===== src/rtl/vx_afu_ctrl.sv =====
// vx_afu_ctrl - AXI4-Lite control-register slave for the Vortex AFU.
//
// Decodes host register accesses into kernel control (ap_start / done /
// idle / ready), interrupt enable and status, capability readback, DCR
// write commands and per-bank memory base addresses.
//
// Ports:
//   clk, reset            clock and synchronous active-high reset
//   s_axi_ctrl_aw*/w*/b*  AXI4-Lite write address / data / response
//   s_axi_ctrl_ar*/r*     AXI4-Lite read address / data
//   ap_start              kernel start request (out)
//   ap_ready, ap_done     kernel handshake pulses (in)
//   ap_idle               kernel idle level (in)
//   interrupt             level interrupt = GIE & |ISR
//   dcr_wr_valid/addr/data  one-cycle DCR write command
//   mem_base              bank i base address in bits [64i+63:64i]
module vx_afu_ctrl #(
  parameter int          AXI_ADDR_WIDTH = 8,
  parameter int          AXI_DATA_WIDTH = 32,
  parameter int          AXI_NUM_BANKS  = 2,
  parameter logic [63:0] DEV_CAPS       = 64'h0,
  parameter logic [63:0] ISA_CAPS       = 64'h0
) (
  input  logic                        clk,
  input  logic                        reset,
  input  logic                        s_axi_ctrl_awvalid,
  output logic                        s_axi_ctrl_awready,
  input  logic [AXI_ADDR_WIDTH-1:0]   s_axi_ctrl_awaddr,
  input  logic                        s_axi_ctrl_wvalid,
  output logic                        s_axi_ctrl_wready,
  input  logic [AXI_DATA_WIDTH-1:0]   s_axi_ctrl_wdata,
  input  logic [AXI_DATA_WIDTH/8-1:0] s_axi_ctrl_wstrb,
  input  logic                        s_axi_ctrl_arvalid,
  output logic                        s_axi_ctrl_arready,
  input  logic [AXI_ADDR_WIDTH-1:0]   s_axi_ctrl_araddr,
  output logic                        s_axi_ctrl_rvalid,
  input  logic                        s_axi_ctrl_rready,
  output logic [AXI_DATA_WIDTH-1:0]   s_axi_ctrl_rdata,
  output logic [1:0]                  s_axi_ctrl_rresp,
  output logic                        s_axi_ctrl_bvalid,
  input  logic                        s_axi_ctrl_bready,
  output logic [1:0]                  s_axi_ctrl_bresp,
  output logic                        ap_start,
  input  logic                        ap_ready,
  input  logic                        ap_done,
  input  logic                        ap_idle,
  output logic                        interrupt,
  output logic                        dcr_wr_valid,
  output logic [31:0]                 dcr_wr_addr,
  output logic [31:0]                 dcr_wr_data,
  output logic [64*AXI_NUM_BANKS-1:0] mem_base
);

  localparam int WW = AXI_ADDR_WIDTH - 2;  // word-index width

  typedef enum logic [1:0] {WRRESET, WRIDLE, WRDATA, WRRESP} wr_state_t;
  typedef enum logic [1:0] {RDRESET, RDIDLE, RDDATA} rd_state_t;

  wr_state_t r_wr_state;
  rd_state_t r_rd_state;
  logic      r_awready, r_wready, r_bvalid, r_arready, r_rvalid;
  logic [WW-1:0]             r_aw_word;
  logic [AXI_DATA_WIDTH-1:0] r_rdata;

  logic        r_ap_start, r_auto_restart, r_done, r_ready, r_gie;
  logic [1:0]  r_ier, r_isr;
  logic [31:0] r_dcr_addr, r_dcr_data;
  logic        r_dcr_wr_valid;

  logic [31:0]               w_wr_idx, w_rd_idx;
  logic                      w_w_hs, w_ar_hs, w_clr_ctrl;
  logic [1:0]                w_isr_next;
  logic [AXI_DATA_WIDTH-1:0] w_rd_val;
  logic [31:0]               w_bank_words [2*AXI_NUM_BANKS];
  logic                      w_unused;

  // Byte-lane merge for registers that honour wstrb.
  function automatic logic [AXI_DATA_WIDTH-1:0] f_merge(
    input logic [AXI_DATA_WIDTH-1:0]   old_val,
    input logic [AXI_DATA_WIDTH-1:0]   new_val,
    input logic [AXI_DATA_WIDTH/8-1:0] strb
  );
    logic [AXI_DATA_WIDTH-1:0] res;
    res = old_val;
    for (int b = 0; b < AXI_DATA_WIDTH/8; b++)
      if (strb[b]) res[8*b +: 8] = new_val[8*b +: 8];
    return res;
  endfunction

  // addr[1:0] are ignored by the word-aligned map
  assign w_unused   = &{1'b0, s_axi_ctrl_awaddr[1:0], s_axi_ctrl_araddr[1:0]};
  assign w_wr_idx   = 32'(r_aw_word);
  assign w_rd_idx   = 32'(s_axi_ctrl_araddr[AXI_ADDR_WIDTH-1:2]);
  assign w_w_hs     = (r_wr_state == WRDATA) && s_axi_ctrl_wvalid;
  assign w_ar_hs    = (r_rd_state == RDIDLE) && s_axi_ctrl_arvalid;
  assign w_clr_ctrl = w_ar_hs && (w_rd_idx == 32'd0);

  // Write channel FSM
  always_ff @(posedge clk) begin
    if (reset) begin
      r_wr_state <= WRRESET;
      r_awready  <= 1'b0;
      r_wready   <= 1'b0;
      r_bvalid   <= 1'b0;
      r_aw_word  <= '0;
    end else begin
      case (r_wr_state)
        WRRESET: begin
          r_wr_state <= WRIDLE;
          r_awready  <= 1'b1;
        end
        WRIDLE: if (s_axi_ctrl_awvalid) begin
          r_aw_word  <= s_axi_ctrl_awaddr[AXI_ADDR_WIDTH-1:2];
          r_wr_state <= WRDATA;
          r_awready  <= 1'b0;
          r_wready   <= 1'b1;
        end
        WRDATA: if (s_axi_ctrl_wvalid) begin
          r_wr_state <= WRRESP;
          r_wready   <= 1'b0;
          r_bvalid   <= 1'b1;
        end
        WRRESP: if (s_axi_ctrl_bready) begin
          r_wr_state <= WRIDLE;
          r_bvalid   <= 1'b0;
          r_awready  <= 1'b1;
        end
        default: r_wr_state <= WRRESET;
      endcase
    end
  end

  // Read channel FSM; rdata is captured on the AR handshake and held.
  always_ff @(posedge clk) begin
    if (reset) begin
      r_rd_state <= RDRESET;
      r_arready  <= 1'b0;
      r_rvalid   <= 1'b0;
      r_rdata    <= '0;
    end else begin
      case (r_rd_state)
        RDRESET: begin
          r_rd_state <= RDIDLE;
          r_arready  <= 1'b1;
        end
        RDIDLE: if (s_axi_ctrl_arvalid) begin
          r_rdata    <= w_rd_val;
          r_rd_state <= RDDATA;
          r_arready  <= 1'b0;
          r_rvalid   <= 1'b1;
        end
        RDDATA: if (s_axi_ctrl_rready) begin
          r_rd_state <= RDIDLE;
          r_rvalid   <= 1'b0;
          r_arready  <= 1'b1;
        end
        default: r_rd_state <= RDRESET;
      endcase
    end
  end

  // ISR: host write toggles, kernel events set; a set beats a toggle.
  always_comb begin
    w_isr_next = r_isr;
    if (w_w_hs && (w_wr_idx == 32'd3) && s_axi_ctrl_wstrb[0])
      w_isr_next = r_isr ^ s_axi_ctrl_wdata[1:0];
    if (ap_done && r_ier[0])  w_isr_next[0] = 1'b1;
    if (ap_ready && r_ier[1]) w_isr_next[1] = 1'b1;
  end

  // Control and DCR registers
  always_ff @(posedge clk) begin
    if (reset) begin
      r_ap_start     <= 1'b0;
      r_auto_restart <= 1'b0;
      r_done         <= 1'b0;
      r_ready        <= 1'b0;
      r_gie          <= 1'b0;
      r_ier          <= 2'b00;
      r_isr          <= 2'b00;
      r_dcr_addr     <= '0;
      r_dcr_data     <= '0;
      r_dcr_wr_valid <= 1'b0;
    end else begin
      // the event term is ORed last so a coincident read-clear loses
      r_done  <= (r_done & ~w_clr_ctrl) | ap_done;
      r_ready <= (r_ready & ~w_clr_ctrl) | ap_ready;
      r_isr   <= w_isr_next;
      // a host start request wins over a same-cycle ap_ready clear
      if (w_w_hs && (w_wr_idx == 32'd0) && s_axi_ctrl_wstrb[0] && s_axi_ctrl_wdata[0])
        r_ap_start <= 1'b1;
      else if (ap_ready && !r_auto_restart)
        r_ap_start <= 1'b0;
      r_dcr_wr_valid <= w_w_hs && (w_wr_idx == 32'd9);
      if (w_w_hs) begin
        case (w_wr_idx)
          32'd0: if (s_axi_ctrl_wstrb[0]) r_auto_restart <= s_axi_ctrl_wdata[7];
          32'd1: if (s_axi_ctrl_wstrb[0]) r_gie <= s_axi_ctrl_wdata[0];
          32'd2: if (s_axi_ctrl_wstrb[0]) r_ier <= s_axi_ctrl_wdata[1:0];
          32'd8: r_dcr_addr <= f_merge(r_dcr_addr, s_axi_ctrl_wdata, s_axi_ctrl_wstrb);
          32'd9: r_dcr_data <= s_axi_ctrl_wdata;
          default: ;
        endcase
      end
    end
  end

  // Per-bank memory base registers: lo word at 0x40+8i, hi word at 0x44+8i.
  genvar gi;
  generate
    for (gi = 0; gi < AXI_NUM_BANKS; gi++) begin : g_bank
      logic [31:0] r_lo, r_hi;
      always_ff @(posedge clk) begin
        if (reset) begin
          r_lo <= '0;
          r_hi <= '0;
        end else if (w_w_hs) begin
          if (w_wr_idx == 32'(16 + 2*gi))
            r_lo <= f_merge(r_lo, s_axi_ctrl_wdata, s_axi_ctrl_wstrb);
          if (w_wr_idx == 32'(17 + 2*gi))
            r_hi <= f_merge(r_hi, s_axi_ctrl_wdata, s_axi_ctrl_wstrb);
        end
      end
      assign mem_base[64*gi +: 64] = {r_hi, r_lo};
      assign w_bank_words[2*gi]     = r_lo;
      assign w_bank_words[2*gi + 1] = r_hi;
    end
  endgenerate

  // Read decode; unmapped and write-only addresses return 0.
  always_comb begin
    w_rd_val = '0;
    case (w_rd_idx)
      32'd0: w_rd_val = {24'd0, r_auto_restart, 3'd0, r_ready, ap_idle, r_done, r_ap_start};
      32'd1: w_rd_val = {31'd0, r_gie};
      32'd2: w_rd_val = {30'd0, r_ier};
      32'd3: w_rd_val = {30'd0, r_isr};
      32'd4: w_rd_val = DEV_CAPS[31:0];
      32'd5: w_rd_val = DEV_CAPS[63:32];
      32'd6: w_rd_val = ISA_CAPS[31:0];
      32'd7: w_rd_val = ISA_CAPS[63:32];
      32'd8: w_rd_val = r_dcr_addr;
      default: begin
        for (int i = 0; i < 2*AXI_NUM_BANKS; i++)
          if (w_rd_idx == 32'(16 + i)) w_rd_val = w_bank_words[i];
      end
    endcase
  end

  assign s_axi_ctrl_awready = r_awready;
  assign s_axi_ctrl_wready  = r_wready;
  assign s_axi_ctrl_bvalid  = r_bvalid;
  assign s_axi_ctrl_bresp   = 2'b00;
  assign s_axi_ctrl_arready = r_arready;
  assign s_axi_ctrl_rvalid  = r_rvalid;
  assign s_axi_ctrl_rdata   = r_rdata;
  assign s_axi_ctrl_rresp   = 2'b00;
  assign ap_start           = r_ap_start;
  assign interrupt          = r_gie & (|r_isr);
  assign dcr_wr_valid       = r_dcr_wr_valid;
  assign dcr_wr_addr        = r_dcr_addr;
  assign dcr_wr_data        = r_dcr_data;

endmodule


===== config.mk =====
export PLATFORM = sky130hd
export DESIGN_NAME = vx_afu_ctrl
export DESIGN_NICKNAME = d
export VERILOG_FILES = /design/src/rtl/vx_afu_ctrl.sv
export SDC_FILE = /design/constraint.sdc
export NUM_CORES = 1
export LEC_CHECK = 0
export BUFFER_PORTS_ARGS = -buffer_cell sky130_fd_sc_hd__buf_2
export CORE_UTILIZATION = 50
export CTS_BUF_LIST = sky130_fd_sc_hd__clkbuf_2
export DETAILED_ROUTE_END_ITERATION = 8
export PLACE_DENSITY_LB_ADDON = 0.1
export SLEW_MARGIN = 20
export SYNTH_ARGS = -nofsm -noshare
export SYNTH_HDL_FRONTEND = slang
export SYNTH_SLANG_ARGS = --single-unit
export TNS_END_PERCENT = 30

===== constraint.sdc =====
create_clock -name clk -period 2.3 [get_ports clk]
set_input_delay 0.46 -clock clk [delete_from_list [all_inputs] [get_ports clk]]
set_output_delay 0.46 -clock clk [all_outputs]
set_load 0.05 [all_outputs]

After elaboration in Yosys (flattened, before gate mapping)
Cells that the tools add are included.
{"block": "totals", "ff_bits": 249, "out_inout_bits": 236, "word_cells": 169}
{"block": "op_classes", "eq_ne": 31, "muxes": 32, "bitwise_logic": 7, "n_reduce_logical": 60}
{"op": "32-bit one-hot mux with 6 select lines", "n": 1}
{"op": "32-bit two-way mux", "n": 4}
{"op": "3-bit AND reduction", "n": 29}
{"op": "32-bit logical NOT", "n": 2}
{"op": "6-bit by 5-bit equality test with 1-bit output (second input constant)", "n": 8}
{"op": "6-bit by 2-bit equality test with 1-bit output (second input constant)", "n": 4}
{"op": "6-bit by 3-bit equality test with 1-bit output (second input constant)", "n": 4}
{"op": "6-bit by 4-bit equality test with 1-bit output (second input constant)", "n": 3}
{"op": "1-bit two-way mux", "n": 14}
{"op": "6-bit by 1-bit equality test with 1-bit output (second input constant)", "n": 2}
{"op": "1-bit logical AND", "n": 12}
{"op": "2-bit two-way mux", "n": 6}
{"op": "2-bit nonzero test", "n": 6}
{"op": "2-bit inequality test (second input constant)", "n": 5}
{"op": "2-bit one-hot mux with 4 select lines", "n": 1}
{"op": "2-bit AND reduction", "n": 4}
{"op": "2-bit equality test (second input constant)", "n": 3}
{"op": "1-bit one-hot mux with 2 select lines", "n": 3}
{"op": "1-bit one-hot mux with 3 select lines", "n": 2}
{"op": "2-bit one-hot mux with 3 select lines", "n": 1}
{"op": "3-bit nonzero test", "n": 2}
{"op": "2-bit by 1-bit equality test with 1-bit output (second input constant)", "n": 2}
{"op": "2-bit logical NOT", "n": 2}
{"op": "4-bit OR reduction", "n": 1}
{"op": "6 further kinds", "n": 9}

Logic depth before layout (Yosys ltp)
Gate-level depths: netlist of the first run.
{"block": "logic_depth", "ltp_word": 6, "ltp_mapped": 9, "ltp_nobuf": 6}

Least setup slack after synthesis of the first run
No wires, ideal clock.
{"block": "synth_path", "path_type": "input to register", "startpoint": "in s_axi_ctrl_araddr[3]", "endpoint": "reg r_rdata[11] (netlist: s_axi_ctrl_rdata[11])", "setup_ns": 0.132, "arrival_time_ns": 1.711, "required_ns": 2.168, "path_slack_ns": 0.457, "stages": 5, "cell_sequence": "buf_6 -> buf_2 -> mux4_2 -> a221oi_1 -> nor3_1"}
{"block": "synth_via", "elab_chain_len": 6, "elab_cells_between_ends": 19}
{"item": "start: declaration", "line": "35", "rtl": "input logic [AXI_ADDR_WIDTH-1:0] s_axi_ctrl_araddr,"}
{"item": "6-bit by 5-bit equality test with 1-bit output", "line": "245", "rtl": "if (w_rd_idx == 32'(16 + i)) w_rd_val = w_bank_words[i];"}
{"item": "32-bit two-way mux (4 in series)", "line": "245"}
{"item": "32-bit one-hot mux with 6 select lines *", "line": "233", "rtl": "case (w_rd_idx)"}
{"item": "end signal: assignment", "line": "147", "rtl": "r_rdata <= w_rd_val;"}
{"item": "end: declaration", "line": "63", "rtl": "logic [AXI_DATA_WIDTH-1:0] r_rdata;"}
Every way passes the cells marked *; elsewhere a longest branch is shown, timed or not.
A chain may end at the register's enable or synchronous reset.

Final worst setup path of the first run
{"block": "layout_path", "startpoint": "reg r_gie", "endpoint": "out interrupt"}
{"block": "layout_via", "elab_chain_len": 1}
{"item": "start: declaration", "line": "65", "rtl": "logic r_ap_start, r_auto_restart, r_done, r_ready, r_gie;"}
{"item": "start signal: assignment", "line": "198", "rtl": "32'd1: if (s_axi_ctrl_wstrb[0]) r_gie <= s_axi_ctrl_wdata[0];"}
{"item": "1-bit bitwise AND", "line": "259", "rtl": "assign interrupt = r_gie & (|r_isr);"}
{"item": "end: declaration", "line": "47", "rtl": "output logic interrupt,"}
No other way between the ends.

==> impl_metrics.tcl, run 1 <==
set metrics [dict create \
    status "completed" \
    drive_above_1_share 0.338 \
    clock_path_buffers 3 \
    dpl.hpwl_mm 20.5 \
    slew_viol_final 0 \
    via_per_inst 5.33 \
    dr.pass1.iters 5 \
    timing.final.crit_share 0.884 \
    required_ns 1.84 \
    critPathSlowestCell "dfxtp_1" \
    postSynthAreaPerCell_um2 10.2 \
    final_cells 1698 \
    gp_congestion 0.807 \
    grt_pass1_wl_mm 48.4 \
    min_from "s_axi_ctrl_araddr[6]" \
    cp.depth 2 \
    worstPathMaxFanout 3 \
    wl_per_cell_um 18.1 \
    dr_total_vias 9050 \
    yosysSeqAreaShare 0.480 \
    placed_cells 1538 \
    cp.buffers_inverters 1 \
    worst_clock_skew_ns 0.0615 \
    yosysWarnings 0 \
    cts_made_buffers 66 \
    syn_inst 1020 \
    cellLeakagePower_nw 6.77 \
    track_usage 0.289 \
    post-route-min-period_ns 2.03 \
    timing.setup.tns_ns 0 \
    maxCapViolCount 0 \
    worst-endpoint-arrival_ns 1.57 \
    hold_depth 5 \
    clkLatencyLatePin_ns 0.80 \
    clock-sinks 249 \
    finalSetupViolCount 0 \
    grt_max_degree 58 \
    antenna_left 0 \
    cp-startpoint "r_gie" \
    grt_setup_unrepaired "false" \
    synth_edf_count 0 \
    fin_total_pwr_mw 8.90 \
    io_buffers 289 \
    clk_pin_slew_ns 0.10 \
    rows 52 \
    fin_util 0.653 \
    crit_path_end_kind "output port" \
    final_common_cell "buf_2" \
    cts_root_buf "clkbuf_2" \
    peakVddDrop_mv 0.346 \
    start_util 0.511 \
    num_io_pins 298 \
    ys_ff_latch 249 \
    hp-class "in2reg" \
    synth_flop_cell "dfxtp_1" \
    ys_types 48 \
    netlist_area_um2 10400 \
    dieWidth_um 146 \
    start_kind "register" \
    worstSetupPathType "reg2out" \
    wl_mm 30.7 \
    crit_path_max_incr_delay_ns 0.38 \
    syn_to_final_growth_pct 27.7 \
    antenna_found_initial 2 \
    async_reset_ff_frac 0 \
    h-tree-depth 3 \
    p_per_area_nw_per_um2 672 \
    hold_viol_final 0 \
    grt-ovfl-total 0 \
    grt_pass1_vias 8953 \
    r2r_cells 5 \
    max_slew_margin 0.597 \
    dieArea_um2 21300 \
    tightest_slew_ns 0.599 \
    critical_path.cell_chain "o21a_1 > buf_2" \
    drtIter0Drc 429 \
    die_h_um 146 \
    nets 1452 \
    cts_tree "built" \
    mostFrequentLayoutCells "buf_2 (288), dfxtp_1 (249), nor2_1 (205)" \
    drc_errors 0 \
    core_um2 20300 \
    r2r_start "r_wr_state[1]" \
    cpLargestDelayFamily "flip-flops" \
    clock.fmax_mhz 492 \
]
==> metal layers <==
metal | vias to the layer above | GRT usage | part of all wire
met3 | 46 | 0.0872 | 0.085
met5 | - | 0 | 0.00046
met1 | 4305 | 0.358 | 0.42
met4 | 2 | 0.110 | 0.022
met2 | 353 | 0.472 | 0.48
li1 | 4344 | - | -
==> tightest hold or removal path: cells and delay by family <==
| kind | cells | cell delay, ns |
|---|---|---|
| buf+inv | 1 | 0.12 |
| simple gates | 3 | 0.24 |
| compound gates | 1 | 0.07 |
==> flip-flops by register name, summed over array words and instances (netlist names), 2 cells and up <==
signal,cells
r_wr_state,2
r_aw_word,6
g_bank.r_hi,64
dcr_wr_addr,32
g_bank.r_lo,64
r_rd_state,2
r_ier,2
dcr_wr_data,32
s_axi_ctrl_rdata,32
r_isr,2
==> cells in the mapped netlist (2+ instances only) <==
cell type / number / area [µm²]
dfxtp_1: 249 / 4980
nor2_1: 205 / 769
mux2i_1: 164 / 1640
nand2_1: 78 / 293
a21oi_1: 49 / 245
clkbuf_1: 48 / 180
a221oi_1: 33 / 289
mux4_2: 32 / 721
nor3_1: 32 / 160
buf_4: 13 / 97.6
buf_2: 11 / 55.1
and3_1: 10 / 62.6
nand3_1: 10 / 50.1
nand3_4: 10 / 175
inv_1: 7 / 26.3
buf_6: 6 / 67.6
nand3_2: 6 / 60.1
nor2b_1: 6 / 37.5
a32o_1: 4 / 40.0
ha_1: 4 / 50.1
nand4_1: 4 / 25.0
and2_1: 3 / 18.8
nand2b_1: 3 / 18.8
o21ai_0: 3 / 15.0
a211oi_1: 2 / 15.0
mux2_2: 2 / 22.5
nor4b_4: 2 / 47.6
o21a_1: 2 / 15.0
o31ai_1: 2 / 15.0
xor2_1: 2 / 17.5
==> metrics by stage <==
stage | cell area (µm²) | setup slack [ns] | hold WS (ns)
CTS | 13200 | 0.190 | 0.0690
global placement | 12100 | 0.221 | 0.439
global route | 13200 | 0.153 | 0.129
detailed placement | 12100 | 0.207 | 0.446
finish | 13200 | 0.268 | 0.154
floorplan | 10400 | 0.457 | 0.442
==> cells by family after synthesis <==
logic type / count (synthesis) / share of synthesized area
other: 1 / 0.000361
buffers and inverters: 85 / 0.0411
AOI/OAI and AO/OA: 101 / 0.0656
xor gates and xnor gates: 2 / 0.00169
adders and majority gates: 4 / 0.00482
and+or+nand+nor: 380 / 0.176
DFF: 249 / 0.480
muxes: 198 / 0.230
==> where the power goes <==
part,internal [mW],switching [mW]
Clock,1.42,1.80
Sequential,4.41,0.0805
Combinational,0.405,0.781
Total,6.24,2.67
==> path summary, 6_finish.rpt <==
check                       to  slack (ns)
min reg2reg    dcr_wr_data[24]        0.46
max reg2reg  g_bank[1].r_lo[7]        0.32
min                     r_done        0.15
max                  interrupt        0.27
==> timing repair <==
item                                   CTS  global route
resized for setup                        0             0
hold buffers                            50             0
buffers inserted                         0             0
endpoints found under the hold margin  198             0
==> layout make-up <==
cell class | instances | area [µm²]
sequential | 249 | 4980
inverter | 7 | 26.3
clock buffer | 94 | 470
antenna | 1 | 2.50
tap | 270 | 338
multi-input combinational | 689 | 4990
timing repair buffer | 373 | 2300
clock inverter | 15 | 144
fill | 1795 | 7050
(Power assumes the default switching activity.)
==> inputs of run 2 (changes only) <==
GPL_TIMING_DRIVEN = 0   (was unset)
clock period = 1.9 ns   (was 2.3 ns; I/O delays follow)
==> run 2 against run 1 <==
Clock skew rose by 0.025 ns. Sequential share of layout area fell by 2.9 points. Critical path depth is the same. Clock-buffer cell count down 5. Hold slack got worse by 0.063 ns. Routed wire length rose by 21%. Highest routed layer is now met4.
==> impl_metrics.tcl, run 2 (synthesized netlist as in run 1, its figures left out) <==
set metrics [dict create \
    grt_max_degree 17 \
    cellLeakagePower_nw 6.93 \
    min_from "s_axi_ctrl_araddr[4]" \
    wl_per_cell_um 21.3 \
    cpLargestDelayFamily "flip-flops" \
    clock_path_buffers 3 \
    post-route-min-period_ns 1.89 \
    drive_above_1_share 0.398 \
    dieArea_um2 21300 \
    r2r_cells 8 \
    grt_pass1_vias 9397 \
    track_usage 0.337 \
    final_common_cell "nor2_1" \
    start_kind "register" \
    tightest_slew_ns 0.943 \
    h-tree-depth 2 \
    start_util 0.511 \
    io_buffers 282 \
    worstPathMaxFanout 3 \
    fillers 1526 \
    finalSetupViolCount 0 \
    status "completed" \
    slew_viol_final 0 \
    rows 52 \
    cts_tree "built" \
    hold_depth 5 \
    holdWs_ns 0.0907 \
    cts_root_buf "clkbuf_2" \
    multi_input_area_um2 5040 \
    drc_errors 0 \
    crit_path_end_kind "output port" \
    max_slew_margin 0.372 \
    hold_viol_final 0 \
    via_per_inst 5.58 \
    nets 1496 \
    cp-startpoint "r_gie" \
    cp.depth 2 \
    dpl_cell_area_um2 12100 \
    dr_total_vias 9741 \
    clkLatencyLatePin_ns 0.91 \
    worst_clock_skew_ns 0.0861 \
    clock.fmax_mhz 530 \
    fin_total_pwr_mw 10.5 \
    gp_congestion 0.854 \
    p_per_area_nw_per_um2 716 \
    r2r_start "r_wr_state[0]" \
    layout.area.seq_um2 5110 \
    clk_pin_slew_ns 0.11 \
    antenna_found_initial 2 \
    cts_made_buffers 61 \
    clock-sinks 249 \
    antenna_left 0 \
    timing.final.crit_share 0.992 \
    cp.buffers_inverters 1 \
    wl_mm 37.2 \
    critPathSlowestCell "dfxtp_2" \
    crit_path_max_incr_delay_ns 0.37 \
    grt_setup_unrepaired "true" \
    worst-endpoint-arrival_ns 1.51 \
    die_h_um 146 \
    dieWidth_um 146 \
    required_ns 1.52 \
    dpl.hpwl_mm 24.7 \
    syn_to_final_growth_pct 41.8 \
    top_regs "g_bank.r_hi: 64 flops, g_bank.r_lo: 64 flops" \
    grt_pass1_wl_mm 55.0 \
    hp-class "in2reg" \
    peakVddDrop_mv 0.495 \
    maxCapViolCount 0 \
    core_um2 20300 \
    drtIter0Drc 542 \
    dr.pass1.iters 7 \
    grt-ovfl-total 0 \
    mostFrequentLayoutCells "nor2_1 (205), buf_6 (176), mux2i_1 (163)" \
    design_area_um2 14700 \
    num_io_pins 298 \
    worstSetupPathType "reg2out" \
    critical_path.cell_chain "o21a_1 > buf_6" \
]
-- run 2: cell types whose count changed in the layout (fill, tap and decap cells not counted), moves of 15 or more --
| cell | previous run | this run |
|---|---|---|
| buf_2 | 288 | 60 |
| clkbuf_1 | 0 | 37 |
| dfxtp_2 | 0 | 98 |
| buf_4 | 27 | 69 |
| buf_6 | 1 | 176 |
| clkbuf_4 | 0 | 15 |
| dfxtp_1 | 249 | 149 |
-- run 2: worst paths after layout --
check                           slack, ns                  to
worst min-delay path                 0.09             r_ready
worst max register to register       0.10  g_bank[1].r_hi[19]
worst max-delay path                 0.01           interrupt
worst min register to register       0.46     dcr_wr_data[20]
-- run 2: final cells by class --
class | instances | share of cell area
antenna | 2 | 0.000340
buffer | 76 | 0.0303
clock buffer | 89 | 0.0303
clock inverter | 18 | 0.00510
inverter | 7 | 0.00179
multi-input combinational | 689 | 0.343
sequential | 249 | 0.348
tap | 270 | 0.0230
timing repair buffer | 346 | 0.219
-- run 2: layer usage --
layer / vias up / share of wire / track usage
li1: 4443 / - / -
met1: 4740 / 0.40 / 0.429
met2: 463 / 0.48 / 0.556
met3: 95 / 0.081 / 0.0791
met4: 0 / 0.036 / 0.131
met5: - / 0 / 0
-- run 2: through the flow --
stage	TNS [ns]	std cells	util	setup slack (ns)
floorplan	0	1023	-	0.130
CTS	-0.0678	1741	0.691	-0.0678
global placement	-25.51	1575	0.598	-0.437
detailed placement	-26.24	1575	0.598	-0.422
global route	-0.254	1746	0.725	-0.0751
finish	0	1746	0.725	0.0148
-- run 2: where the power goes --
part	switching, mW	internal (mW)	total [mW]
clock network	2.20	1.25	3.46
registers	0.117	5.34	5.45
logic	1.06	0.573	1.63
total	3.38	7.16	10.5
-- run 2: worst reg2reg max path, cell delays in order (launching register included) --
cell and delay (ns):
dfxtp_2 0.36, inv_1 0.08, ha_2 0.19, buf_6 0.12
and3_1 0.16, buf_6 0.14, and3_4 0.33, mux2i_1 0.24
nor2_1 0.05
-- run 2: what timing repair did --
action,in CTS,in global routing
gates resized for setup,290,267
setup buffers,6,3
pin swaps,1,1
endpoints found under the hold margin,210,0
cloned,0,1
hold buffers,54,0
setup endpoints to repair,312,309
==> inputs of run 3 (changes only) <==
MAX_ROUTING_LAYER = met4   (was unset)
==> run 3 against run 2 <==
Non-clock buffer count is the same. Worst setup slack gained 0.0039 ns. Register-to-register slack is essentially flat. Clock skew shrank 0.0097 ns. Total power is essentially flat. Sequential cell count is the same. Final area is essentially flat. Cell count is the same.
==> impl_metrics.tcl, run 3 (synthesized netlist as in run 1, its figures left out) <==
set metrics [dict create \
    multi_input_area_um2 5040 \
    grt_pass1_wl_mm 54.9 \
    clock.fmax_mhz 532 \
    dpl.hpwl_mm 24.7 \
    hp-class "in2reg" \
    grt_max_degree 17 \
    slew_viol_final 0 \
    antenna_left 0 \
    final_common_cell "nor2_1" \
    num_io_pins 298 \
    clock_path_buffers 3 \
    switching_power_mw 3.38 \
    design_area_um2 14700 \
    p_per_area_nw_per_um2 716 \
    critical_path.cell_chain "o21a_1 > buf_6" \
    worstSetupPathType "reg2out" \
    clock-sinks 249 \
    p_seq_frac 0.517 \
    crit_path_max_incr_delay_ns 0.34 \
    worstPathMaxFanout 3 \
    critPathSlowestCell "dfxtp_2" \
    track_usage 0.348 \
    grt_setup_unrepaired "true" \
    cts_root_buf "clkbuf_2" \
    combPwrFrac 0.155 \
    drive_above_1_share 0.399 \
    wl_mm 37.3 \
    tightest_slew_ns 0.944 \
    die_h_um 146 \
    syn_to_final_growth_pct 41.8 \
    io_buffers 282 \
    worst-endpoint-arrival_ns 1.50 \
    worst_clock_skew_ns 0.0764 \
    internal_power_mw 7.16 \
    clkPwrFrac 0.328 \
    mostFrequentLayoutCells "nor2_1 (205), buf_6 (177), mux2i_1 (163)" \
    cellLeakagePower_nw 6.93 \
    nets 1496 \
    cp.buffers_inverters 1 \
    antenna_found_initial 2 \
    cts_made_buffers 61 \
    gp_congestion 0.868 \
    hold_viol_final 0 \
    peakVddDrop_mv 0.496 \
    status "completed" \
    top_regs "g_bank.r_hi: 64 flops, g_bank.r_lo: 64 flops" \
    grt_pass1_vias 9422 \
    start_kind "register" \
    drtIter0Drc 503 \
    finalSetupViolCount 0 \
    cpLargestDelayFamily "flip-flops" \
    swShare 0.321 \
    crit_path_end_kind "output port" \
    maxCapViolCount 0 \
    dieWidth_um 146 \
    clkLatencyLatePin_ns 0.89 \
    layout.area.seq_um2 5120 \
    fillers 1519 \
    post-route-min-period_ns 1.88 \
    max_slew_margin 0.370 \
    h-tree-depth 2 \
    drc_errors 0 \
    pre_cts_ws_ns -0.422 \
    cts_tree "built" \
    dpl_cell_area_um2 12100 \
    timing.final.crit_share 0.990 \
    via_per_inst 5.57 \
    finalWorstSetupSlack_ns 0.0187 \
    dr.pass1.iters 5 \
    dr_total_vias 9725 \
    rows 52 \
    clk_pin_slew_ns 0.10 \
    grt-ovfl-total 0 \
    start_util 0.511 \
    wl_per_cell_um 21.4 \
    dieArea_um2 21300 \
    fin_total_pwr_mw 10.5 \
    core_um2 20300 \
    required_ns 1.52 \
]
-- run 3: routing by layer --
layer / vias to the layer above / wire length [µm] / global-route usage
met5: - / 0 / -
met3: 101 / 3030 / 0.0750
li1: 4438 / - / -
met4: 0 / 1400 / 0.130
met2: 487 / 17900 / 0.556
met1: 4699 / 15000 / 0.432
-- run 3: cell type report --
cell class | instances | share of cell area
Multi-Input combinational cell | 689 | 0.343
Antenna cell | 2 | 0.000340
Timing Repair Buffer | 346 | 0.219
Clock inverter | 18 | 0.00510
Inverter | 7 | 0.00179
Clock buffer | 89 | 0.0303
Buffer | 76 | 0.0303
Sequential cell | 249 | 0.348
Tap cell | 270 | 0.0230
-- run 3: what timing repair did --
action,4_1_cts,5_1_grt
endpoints found under the hold margin,210,0
hold buffers,54,0
setup endpoints to repair,312,309
pin swaps,1,1
gates cloned,0,1
setup buffers,6,3
gates resized for setup,290,270
-- run 3: per-stage QoR --
stage	cells	hold WS (ns)	setup TNS (ns)	util
2_1_floorplan	1023	0.442	0	-
3_3_place_gp	1575	0.441	-25.51	0.598
3_5_place_dp	1575	0.443	-26.24	0.598
4_1_cts	1741	0.0246	-0.0678	0.691
5_1_grt	1746	0.0531	-0.214	0.725
6_report	1746	0.0847	0	0.725
-- run 3: path summary, 6_finish.rpt --
check / startpoint / end / slack [ns] / cells after the start
hold reg to reg: dcr_wr_data[20] / dcr_wr_data[20] / 0.46 / 2
hold / removal: s_axi_ctrl_araddr[4] / r_ready / 0.08 / 5
setup / recovery: r_isr[0] / interrupt / 0.02 / 2
setup reg to reg: r_wr_state[0] / r_ier[1] / 0.10 / 8
-- run 3: tightest hold or removal path, delay by kind of cell --
kind                   cells  cell delay, ns
AO/OA/AOI/OAI              1            0.07
buffers and inverters      1            0.15
AND/OR/NAND/NOR            3            0.28
-- run 3: power groups by stage --
stage          clock network (mW)  registers (mW)  logic, mW
2_1_floorplan                   0            5.80      0.666
3_3_place_gp                    0            5.55       1.34
3_5_place_dp                    0            5.56       1.36
4_1_cts                      3.48            5.45       1.53
5_1_grt                      3.76            5.47       1.73
6_report                     3.45            5.45       1.64
